==> config.mk <==
export PLATFORM = sky130hd
export DESIGN_NAME = plm_burst_reader_flat
export DESIGN_NICKNAME = d
export VERILOG_FILES = /design/src/rtl/plm_burst_reader_pkg.sv /design/src/rtl/plm_burst_reader_if.sv /design/src/rtl/plm_burst_reader_fifo.sv /design/src/rtl/plm_burst_reader.sv /design/src/flat_wrapper.sv
export SDC_FILE = /design/constraint.sdc
export NUM_CORES = 1
export LEC_CHECK = 0
export ABC_AREA = 0
export BUFFER_PORTS_ARGS = -buffer_cell sky130_fd_sc_hd__buf_2
export CORE_UTILIZATION = 45
export CTS_BUF_LIST = sky130_fd_sc_hd__clkbuf_16
export DETAILED_ROUTE_END_ITERATION = 8
export SETUP_SLACK_MARGIN = 0.02
export SYNTH_ARGS = -nofsm -noshare
export SYNTH_HDL_FRONTEND = slang
export SYNTH_SLANG_ARGS = --single-unit
==> constraint.sdc <==
create_clock -name i_clk -period 2.6 [get_ports i_clk]
set_clock_uncertainty 0.05 [all_clocks]
set_input_delay 0.52 -clock i_clk [delete_from_list [all_inputs] [get_ports i_clk]]
set_output_delay 0.52 -clock i_clk [all_outputs]
set_load 0.01 [all_outputs]
==> src/rtl/plm_burst_reader_pkg.sv <==
// plm_pkg: state encoding and read-side constants shared by the PLM burst reader files.
package plm_pkg;
  typedef enum logic [1:0] {
    ST_IDLE  = 2'd0,
    ST_RUN   = 2'd1,
    ST_DRAIN = 2'd2,
    ST_FIN   = 2'd3
  } state_t;
  localparam int PLM_RD_LAT    = 1;
  localparam int RD_FIFO_DEPTH = 3;
endpackage

==> src/rtl/plm_burst_reader_if.sv <==
// plm_burst_reader_if: command, PLM port and output stream signals of the burst reader.
interface plm_burst_reader_if #(
  parameter int ADDR_W = 12,
  parameter int DATA_W = 4,
  parameter int LEN_W  = 13
);
  logic              start;
  logic [ADDR_W-1:0] base_addr;
  logic [LEN_W-1:0]  len;
  logic              busy;
  logic              done;
  logic [ADDR_W-1:0] a;
  logic              ce;
  logic              we;
  logic [DATA_W-1:0] wem;
  logic [DATA_W-1:0] d;
  logic [DATA_W-1:0] q;
  logic [DATA_W-1:0] out_data;
  logic              out_valid;
  logic              out_ready;
  modport master (
    output start, base_addr, len, q, out_ready,
    input  busy, done, a, ce, we, wem, d, out_data, out_valid
  );
  modport slave (
    input  start, base_addr, len, q, out_ready,
    output busy, done, a, ce, we, wem, d, out_data, out_valid
  );
endinterface

==> src/rtl/plm_burst_reader_fifo.sv <==
// plm_rd_fifo: 3-entry read-data FIFO; simultaneous push and pop keeps occupancy unchanged.
module plm_rd_fifo
  import plm_pkg::*;
#(
  parameter int DATA_W = 4
) (
  input  logic              i_clk,
  input  logic              i_rst_n,
  input  logic              i_push,
  input  logic              i_pop,
  input  logic [DATA_W-1:0] i_data,
  output logic [DATA_W-1:0] o_head,
  output logic [1:0]        o_count
);
  logic [DATA_W-1:0] r_mem [RD_FIFO_DEPTH];
  logic [1:0]        r_wr, r_rd, r_count;
  always_ff @(posedge i_clk or negedge i_rst_n)
    if (!i_rst_n) begin
      for (int i = 0; i < RD_FIFO_DEPTH; i++) r_mem[i] <= '0;
      r_wr    <= '0;
      r_rd    <= '0;
      r_count <= '0;
    end else begin
      if (i_push) begin
        r_mem[r_wr] <= i_data;
        r_wr        <= r_wr == 2'(RD_FIFO_DEPTH - 1) ? 2'd0 : r_wr + 2'd1;
      end
      if (i_pop) r_rd <= r_rd == 2'(RD_FIFO_DEPTH - 1) ? 2'd0 : r_rd + 2'd1;
      r_count <= r_count + 2'(i_push) - 2'(i_pop);
    end
  assign o_head  = r_mem[r_rd];
  assign o_count = r_count;
endmodule

==> src/rtl/plm_burst_reader.sv <==
// plm_burst_reader: reads LEN words from one PLM port starting at BASE_ADDR and streams
// them out in address order on a valid/ready interface, never writing the bank.
module plm_burst_reader
  import plm_pkg::*;
#(
  parameter int ADDR_W = 12,
  parameter int DATA_W = 4,
  parameter int LEN_W  = 13
) (
  input logic               i_clk,
  input logic               i_rst_n,
  plm_burst_reader_if.slave bus
);
  state_t            r_state, w_next;
  logic [ADDR_W-1:0] r_base;
  logic [LEN_W-1:0]  r_len, r_issued, r_accepted;
  logic              r_inflight;
  logic              w_ce, w_pop, w_last, w_valid;
  logic [1:0]        w_occ;
  logic [2:0]        w_outstanding;
  logic [DATA_W-1:0] w_head;
  // Credit: words buffered plus the read whose data returns this cycle must leave room.
  assign w_outstanding = {1'b0, w_occ} + {2'b0, r_inflight};
  assign w_ce    = r_state == ST_RUN && r_issued < r_len && w_outstanding < 3'(RD_FIFO_DEPTH);
  assign w_valid = w_occ != 2'd0;
  assign w_pop   = w_valid && bus.out_ready;
  assign w_last  = w_pop && r_accepted == r_len - LEN_W'(1);
  always_comb begin
    w_next = r_state;
    case (r_state)
      ST_IDLE:  w_next = bus.start ? (bus.len != '0 ? ST_RUN : ST_FIN) : ST_IDLE;
      ST_RUN:   w_next = r_issued == r_len ? ST_DRAIN : ST_RUN;
      ST_DRAIN: w_next = w_last ? ST_FIN : ST_DRAIN;
      ST_FIN:   w_next = ST_IDLE;
    endcase
  end
  always_ff @(posedge i_clk or negedge i_rst_n)
    if (!i_rst_n) begin
      r_state    <= ST_IDLE;
      r_base     <= '0;
      r_len      <= '0;
      r_issued   <= '0;
      r_accepted <= '0;
      r_inflight <= 1'b0;
    end else begin
      r_state    <= w_next;
      r_inflight <= w_ce;
      if (r_state == ST_IDLE && bus.start) begin
        r_base     <= bus.base_addr;
        r_len      <= bus.len;
        r_issued   <= '0;
        r_accepted <= '0;
      end else begin
        if (w_ce) r_issued <= r_issued + LEN_W'(1);
        if (w_pop) r_accepted <= r_accepted + LEN_W'(1);
      end
    end
  plm_rd_fifo #(.DATA_W(DATA_W)) u_fifo (
    .i_clk   (i_clk),
    .i_rst_n (i_rst_n),
    .i_push  (r_inflight),
    .i_pop   (w_pop),
    .i_data  (bus.q),
    .o_head  (w_head),
    .o_count (w_occ)
  );
  assign bus.a         = r_base + r_issued[ADDR_W-1:0];
  assign bus.ce        = w_ce;
  assign bus.we        = 1'b0;
  assign bus.wem       = '0;
  assign bus.d         = '0;
  assign bus.out_data  = w_head;
  assign bus.out_valid = w_valid;
  assign bus.busy      = r_state == ST_RUN || r_state == ST_DRAIN;
  assign bus.done      = r_state == ST_FIN;
endmodule

==> src/flat_wrapper.sv <==
// flat-port wrapper written by rule: the top's interface ports become plain ports
module plm_burst_reader_flat import plm_pkg::*;
#(
  parameter int ADDR_W = 12,
  parameter int DATA_W = 4,
  parameter int LEN_W  = 13
)
  (i_clk, i_rst_n, bus_start, bus_base_addr, bus_len, bus_q, bus_out_ready, bus_busy, bus_done, bus_a, bus_ce, bus_we, bus_wem, bus_d, bus_out_data, bus_out_valid);
  plm_burst_reader_if #(.ADDR_W(ADDR_W), .DATA_W(DATA_W), .LEN_W(LEN_W)) bus_i ();
  input logic i_clk;
  input logic i_rst_n;
  input wire logic [$bits(bus_i.start)-1:0] bus_start;
  input wire logic [$bits(bus_i.base_addr)-1:0] bus_base_addr;
  input wire logic [$bits(bus_i.len)-1:0] bus_len;
  input wire logic [$bits(bus_i.q)-1:0] bus_q;
  input wire logic [$bits(bus_i.out_ready)-1:0] bus_out_ready;
  output wire logic [$bits(bus_i.busy)-1:0] bus_busy;
  output wire logic [$bits(bus_i.done)-1:0] bus_done;
  output wire logic [$bits(bus_i.a)-1:0] bus_a;
  output wire logic [$bits(bus_i.ce)-1:0] bus_ce;
  output wire logic [$bits(bus_i.we)-1:0] bus_we;
  output wire logic [$bits(bus_i.wem)-1:0] bus_wem;
  output wire logic [$bits(bus_i.d)-1:0] bus_d;
  output wire logic [$bits(bus_i.out_data)-1:0] bus_out_data;
  output wire logic [$bits(bus_i.out_valid)-1:0] bus_out_valid;
  assign bus_i.start = bus_start;
  assign bus_i.base_addr = bus_base_addr;
  assign bus_i.len = bus_len;
  assign bus_i.q = bus_q;
  assign bus_i.out_ready = bus_out_ready;
  assign bus_busy = bus_i.busy;
  assign bus_done = bus_i.done;
  assign bus_a = bus_i.a;
  assign bus_ce = bus_i.ce;
  assign bus_we = bus_i.we;
  assign bus_wem = bus_i.wem;
  assign bus_d = bus_i.d;
  assign bus_out_data = bus_i.out_data;
  assign bus_out_valid = bus_i.out_valid;
  plm_burst_reader #(.ADDR_W(ADDR_W), .DATA_W(DATA_W), .LEN_W(LEN_W)) u_core (.i_clk(i_clk), .i_rst_n(i_rst_n), .bus(bus_i));
endmodule
* Yosys cells after proc, flatten, opt, wreduce, memory -nomap -nowiden
Index checks and enable logic that the tools add are counted.
Widths: inputs -> output; s select.
** Storage, ports and cells
- Register bits after elaboration :: 72
- Input port bits :: 33
- Word-level logic and storage cells :: 64
** Cells by class
- Add/subtract/negate cells :: 9
- Magnitude comparators :: 5
- Equality and inequality tests :: 7
- Muxes and demuxes :: 17
- Bitwise gates (word level) :: 2
- Reductions and logical operators :: 12
** Operators with widths (count)
- $mux 13 :: 4
- $add 13x1->13 const B :: 2
- $eq 13x13->1 :: 2
- $lt 13x13->1 :: 1
- $reduce_bool 13->1 :: 1
- $sub 13x1->13 const B :: 1
- $add 12x12->12 :: 1
- $bwmux 12 :: 1
- $mux 4 :: 3
- $mux 2 :: 5
- $bmux 4 s2 :: 1
- $demux 4 s2 :: 1
- $eq 2x2->1 const B :: 4
- $pmux 2 s4 :: 1
- $ge 3x3->1 const B :: 2
- $logic_and 1x1->1 :: 6
- $not 2->3 :: 2
- $reduce_bool 2->1 :: 3
- $add 2x1->2 const B :: 2
- $add 2x1->3 :: 1
- $lt 3x1->1 const B :: 1
- $lt 3x2->1 const B :: 1
- $add 2x1->2 :: 1
- $eq 2x1->1 const B :: 1
- 4 further kinds :: 4

* Logic depth before layout (Yosys ltp)
- Depth after elaboration :: 6
- Depth in mapped cells :: 9

* Hierarchy
From an unflattened synthesis, not the netlist that was laid out.
** Second synthesis, totals
- Cells, all modules :: 476
- Area total of the unflattened synthesis :: 4560.6 µm²
** By module, submodules not included
- plm_burst_reader :: instances 1, cells each 418, area each 3752.3 µm², sequential area each 1351.3 µm²
- plm_rd_fifo :: instances 1, cells each 58, area each 808.3 µm², sequential area each 450.4 µm²

* Worst setup path before layout
OpenSTA, ideal clock, no wires.
- Kind :: flip-flop to output port
- Start point :: register u_core.r_issued[6]
- End point :: output bus_a[11]
- Data arrival time :: 2027 ps
- Data required time :: 2030 ps
- Path slack :: 3 ps
- Cell stages (with the launch flop) :: 7
- Buffers on the path :: 0
- Path through :: dfrtp_1 ha_1 a2111oi_0 o21ai_0 a41o_1 and4_1 nor3_1
** Between the ends
- Word-level cells in the longest chain between the ends :: 1
** Ends and longest elaborated chain
- start: declaration :: line plm_burst_reader.sv:16 : logic [LEN_W-1:0] r_len, r_issued, r_accepted;
- start signal: assignment :: line plm_burst_reader.sv:54 : if (w_ce) r_issued <= r_issued + LEN_W'(1);
- $add 12x12->12 :: line plm_burst_reader.sv:67 : assign bus.a = r_base + r_issued[ADDR_W-1:0];
- end: declaration :: line flat_wrapper.sv:19 : output wire logic [$bits(bus_i.a)-1:0] bus_a;
No other way between the ends.

* Worst setup path after layout
- Start point :: register u_core.r_issued[0]
- End point :: output bus_a[10]
The elaborated chain is that of the path after synthesis.

==> summary.txt <==
Synth
  • Syn_area_per_cell: 9.20 sq um
  • Area share of and/or/nand/nor cells after synthesis: 0.202
  • Synth area leader: dfrtp_1
  • Post-synth top area share: 0.393
  • Synth Area in XOR/XNOR: 0.0707
  • Post-synthesis mux area share: 0.0494
  • Synth cell types: 55
  • Largest family of logic cells by synthesized area: simple AND/OR/NAND/NOR gates
  • Post-Syn Area: 0.00458 sq mm
  • Compound-Gate Fraction of Synth Area: 0.131
  • Synth Flop Type: dfrtp_1
  • Synth Register Bits: 72
  • Top post-synthesis cells by area: dfrtp_1 (39%), ha_1 (9.8%), nand2_1 (6.6%)
  • Sequential fraction of the synthesis area: 0.393
  • Cells after synthesis: 498
  • Post-synth EDFFs: 0
  • Post-Synth Adder-Cell Area: 0.103
  • Post-synth ARST share: 1.00
  • Warnings from Yosys: 0

Setup path
  • Data required time of the worst path: 2.03 ns
  • Crit Path Max Fanout: 2
  • CP Data Arrival Time: 2.28 ns
  • CP endpoint kind: output port
  • Crit. Startpoint: u_core.r_issued[0]
  • RR Startpoint: u_core.r_issued[6]
  • Setup CP Type: register to output port
  • CP Launch Type: register

Drt
  • Drt pass-1 iters: 4
  • Wire per inst: 15.4 um
  • Wire length on met3: 479 um
  • Drt first-iter violations: 160
  • Via/cell ratio: 5.42
  • Via count: 3894
  • DRT antenna net count: 0
  • Residual DRC count: 0
  • Top Layer Used: met4
  • Metal-1 WL: 5.25 mm
  • Drt total wl: 11.1 mm
  • Wire length on met2: 5.14 mm

Layout
  • Share of cells above drive strength 1: 0.282
  • Most frequent cells in the layout: nand2_1 (80), dfrtp_1 (71), buf_2 (51), ha_1 (29)
  • Final Net Count: 650
  • Area Growth Syn to Fin: 26.0%
  • Multi-input gate area: 0.00283 sq mm
  • Reg area: 0.00180 sq mm
  • Fill cells: 885
  • Post-Layout Cell Count: 718
  • Leading cell type in the layout, fill and taps excluded: nand2_1
  • # diodes: 0

STA
  • RSZ-0062 raised after global routing: yes
  • Slew HR: 0.480
  • Setup TNS Final: -1.04 ns
  • Count of final hold-check violations: 0
  • Slew @ Worst Pin: 0.774 ns
  • Fin worst setup slack: -0.249 ns
  • WHS: 0.0505 ns
  • Final setup violation count: 6
  • Period utilization: 1.10
  • Final min period: 2.85 ns
  • Max Clk Rate: 351 MHz
  • Final slew viol count: 0

Pwr
  • Pwr dens: 541 mW/mm^2
  • VDD IR-drop max: 0.000385 V
  • Switching Power: 0.869 mW
  • Pint: 2.26 mW
  • Net switching share of the total power: 0.278
  • Register share of total power: 0.426
  • Combinational Power Share: 0.141
  • Total leakage power: 2.67 nW
  • Clk pwr share: 0.433

Clock network
  • Clk Tree Root Cell: clkbuf_16
  • Clock slew at reported path FFs: 0.06 ns
  • Worst skew pair latency: 0.33 ns
  • Sinks on Clock Net: 72
  • Clk buf depth: 2
  • H-tree levels: 3
  • CTS tree: done
  • Cts hold-fix bufs: 0
  • CTS buffer count: 9

Run
  • Max_cap viols: 0

Place
  • GPL Wtd Cong: 0.842
  • Placed cell count: 691
  • IO Port Bufs: 52
  • DP HPWL: 7.89 mm

GRT
  • Largest net degree at the start of global routing: 40
  • First-pass GRT wire length: 18.2 mm
  • Gr usage total: 0.225
  • Vias in the first global route: 3714
  • Grt total ovfl: 0
  • Initial antenna violation count: 0

Floorplan
  • # IOs: 62
  • Die height: 103 um
  • Die X: 103 um
  • Starting Density: 0.467
  • Site Rows: 36
  • Total core area: 0.00982 sq mm
  • Die area: 0.0106 sq mm

Outcome
  • Failing checks: negative setup slack
  • Outcome: complete, but fails checks

Worst hold path
  • Worst Hold Class: input pin to async pin
==> per-layer routing <==
layer / up-vias / global-route usage
met5: - / 0
met4: 0 / 0.0921
met3: 14 / 0.0359
met2: 93 / 0.339
met1: 1882 / 0.322
li1: 1905 / -
==> cell usage after synthesis, types with 2 or more instances <==
| cell | instances |
|---|---|
| a21o_1 | 8 |
| a21oi_1 | 19 |
| a31oi_1 | 3 |
| a41o_1 | 2 |
| and2_1 | 5 |
| and3_1 | 4 |
| and4_1 | 3 |
| buf_4 | 9 |
| clkbuf_1 | 12 |
| dfrtp_1 | 72 |
| ha_1 | 36 |
| inv_1 | 29 |
| mux2_2 | 13 |
| mux2i_1 | 8 |
| nand2_1 | 80 |
| nand2b_1 | 6 |
| nand3_1 | 13 |
| nand4_1 | 14 |
| nor2_1 | 21 |
| nor2b_1 | 3 |
| nor3_1 | 11 |
| nor4_1 | 6 |
| o21a_1 | 3 |
| o21ai_0 | 32 |
| o21ai_1 | 2 |
| o311ai_0 | 4 |
| o31ai_1 | 5 |
| o41ai_1 | 3 |
| or2_2 | 2 |
| or3_1 | 4 |
| or4_1 | 7 |
| xnor2_1 | 15 |
| xor2_1 | 22 |
==> flip-flops by register name (all words and copies together), names as in the netlist <==
name / cells
u_core.r_accepted: 13
u_core.r_issued: 13
u_core.r_len: 13
u_core.r_base: 12
u_core.u_fifo.r_mem: 12
u_core.r_state: 2
u_core.u_fifo.o_count: 2
u_core.u_fifo.r_rd: 2
u_core.u_fifo.r_wr: 2
u_core.r_inflight: 1
==> cells by family after synthesis <==
logic type,count (synthesis)
simple gates,185
compound gates,93
flops,72
buf+inv,52
fa+ha+maj,37
xor+xnor,37
mux,21
other cells,1
==> critical path, stage by stage, from the launching register on <==
cell	delay, ns
dfrtp_1	0.38
ha_2	0.20
inv_2	0.05
fa_2	0.19
nor2b_2	0.05
o21ai_2	0.15
a21o_1	0.20
a31oi_4	0.10
or4_4	0.42
nand3_1	0.08
buf_2	0.12
==> cell type report <==
| class | count | share of cell area |
|---|---|---|
| Multi-Input combinational cell | 382 | 0.490 |
| Timing Repair Buffer | 85 | 0.0938 |
| Inverter | 30 | 0.0195 |
| Clock inverter | 7 | 0.0167 |
| Tap cell | 133 | 0.0288 |
| Sequential cell | 72 | 0.312 |
| Clock buffer | 9 | 0.0390 |
==> timing repair <==
item | CTS | global route
setup buffers | 7 | 6
endpoints found under the setup margin | 7 | 16
resized for setup | 21 | 36
pin swaps | 10 | 23
==> metrics by stage <==
stage | area (sq um) | total power, mW | util | setup WS, ns
after floorplan | 4620 | 1.63 | - | 0.0680
after detailed placement | 5110 | 1.79 | 0.520 | -0.0437
after global routing | 5780 | 3.27 | 0.588 | -0.366
final | 5780 | 3.13 | 0.588 | -0.249
after global placement | 5110 | 1.78 | 0.520 | 0.00265
after CTS | 5570 | 3.14 | 0.568 | -0.283
==> path summary, 6_finish.rpt <==
check	slack, ns	cells after the start	endpoint
max	-0.25	10	bus_a[10]
min	0.05	1	u_core.r_base[10]
max reg2reg	0.04	10	u_core.r_issued[3]
min reg2reg	0.44	2	u_core.r_base[0]
max in group asynchronous	1.72	2	u_core.u_fifo.r_rd[0]
min in group i_clk	0.32	3	u_core.r_base[10]
==> power groups by stage <==
stage	clock network (mW)	logic [mW]	registers, mW
after floorplan	0	0.324	1.30
after global placement	0	0.425	1.35
after detailed placement	0	0.435	1.35
after CTS	1.37	0.442	1.33
after global routing	1.42	0.498	1.35
final	1.35	0.440	1.33
No activity file was read; power rests on OpenSTA's default activity.
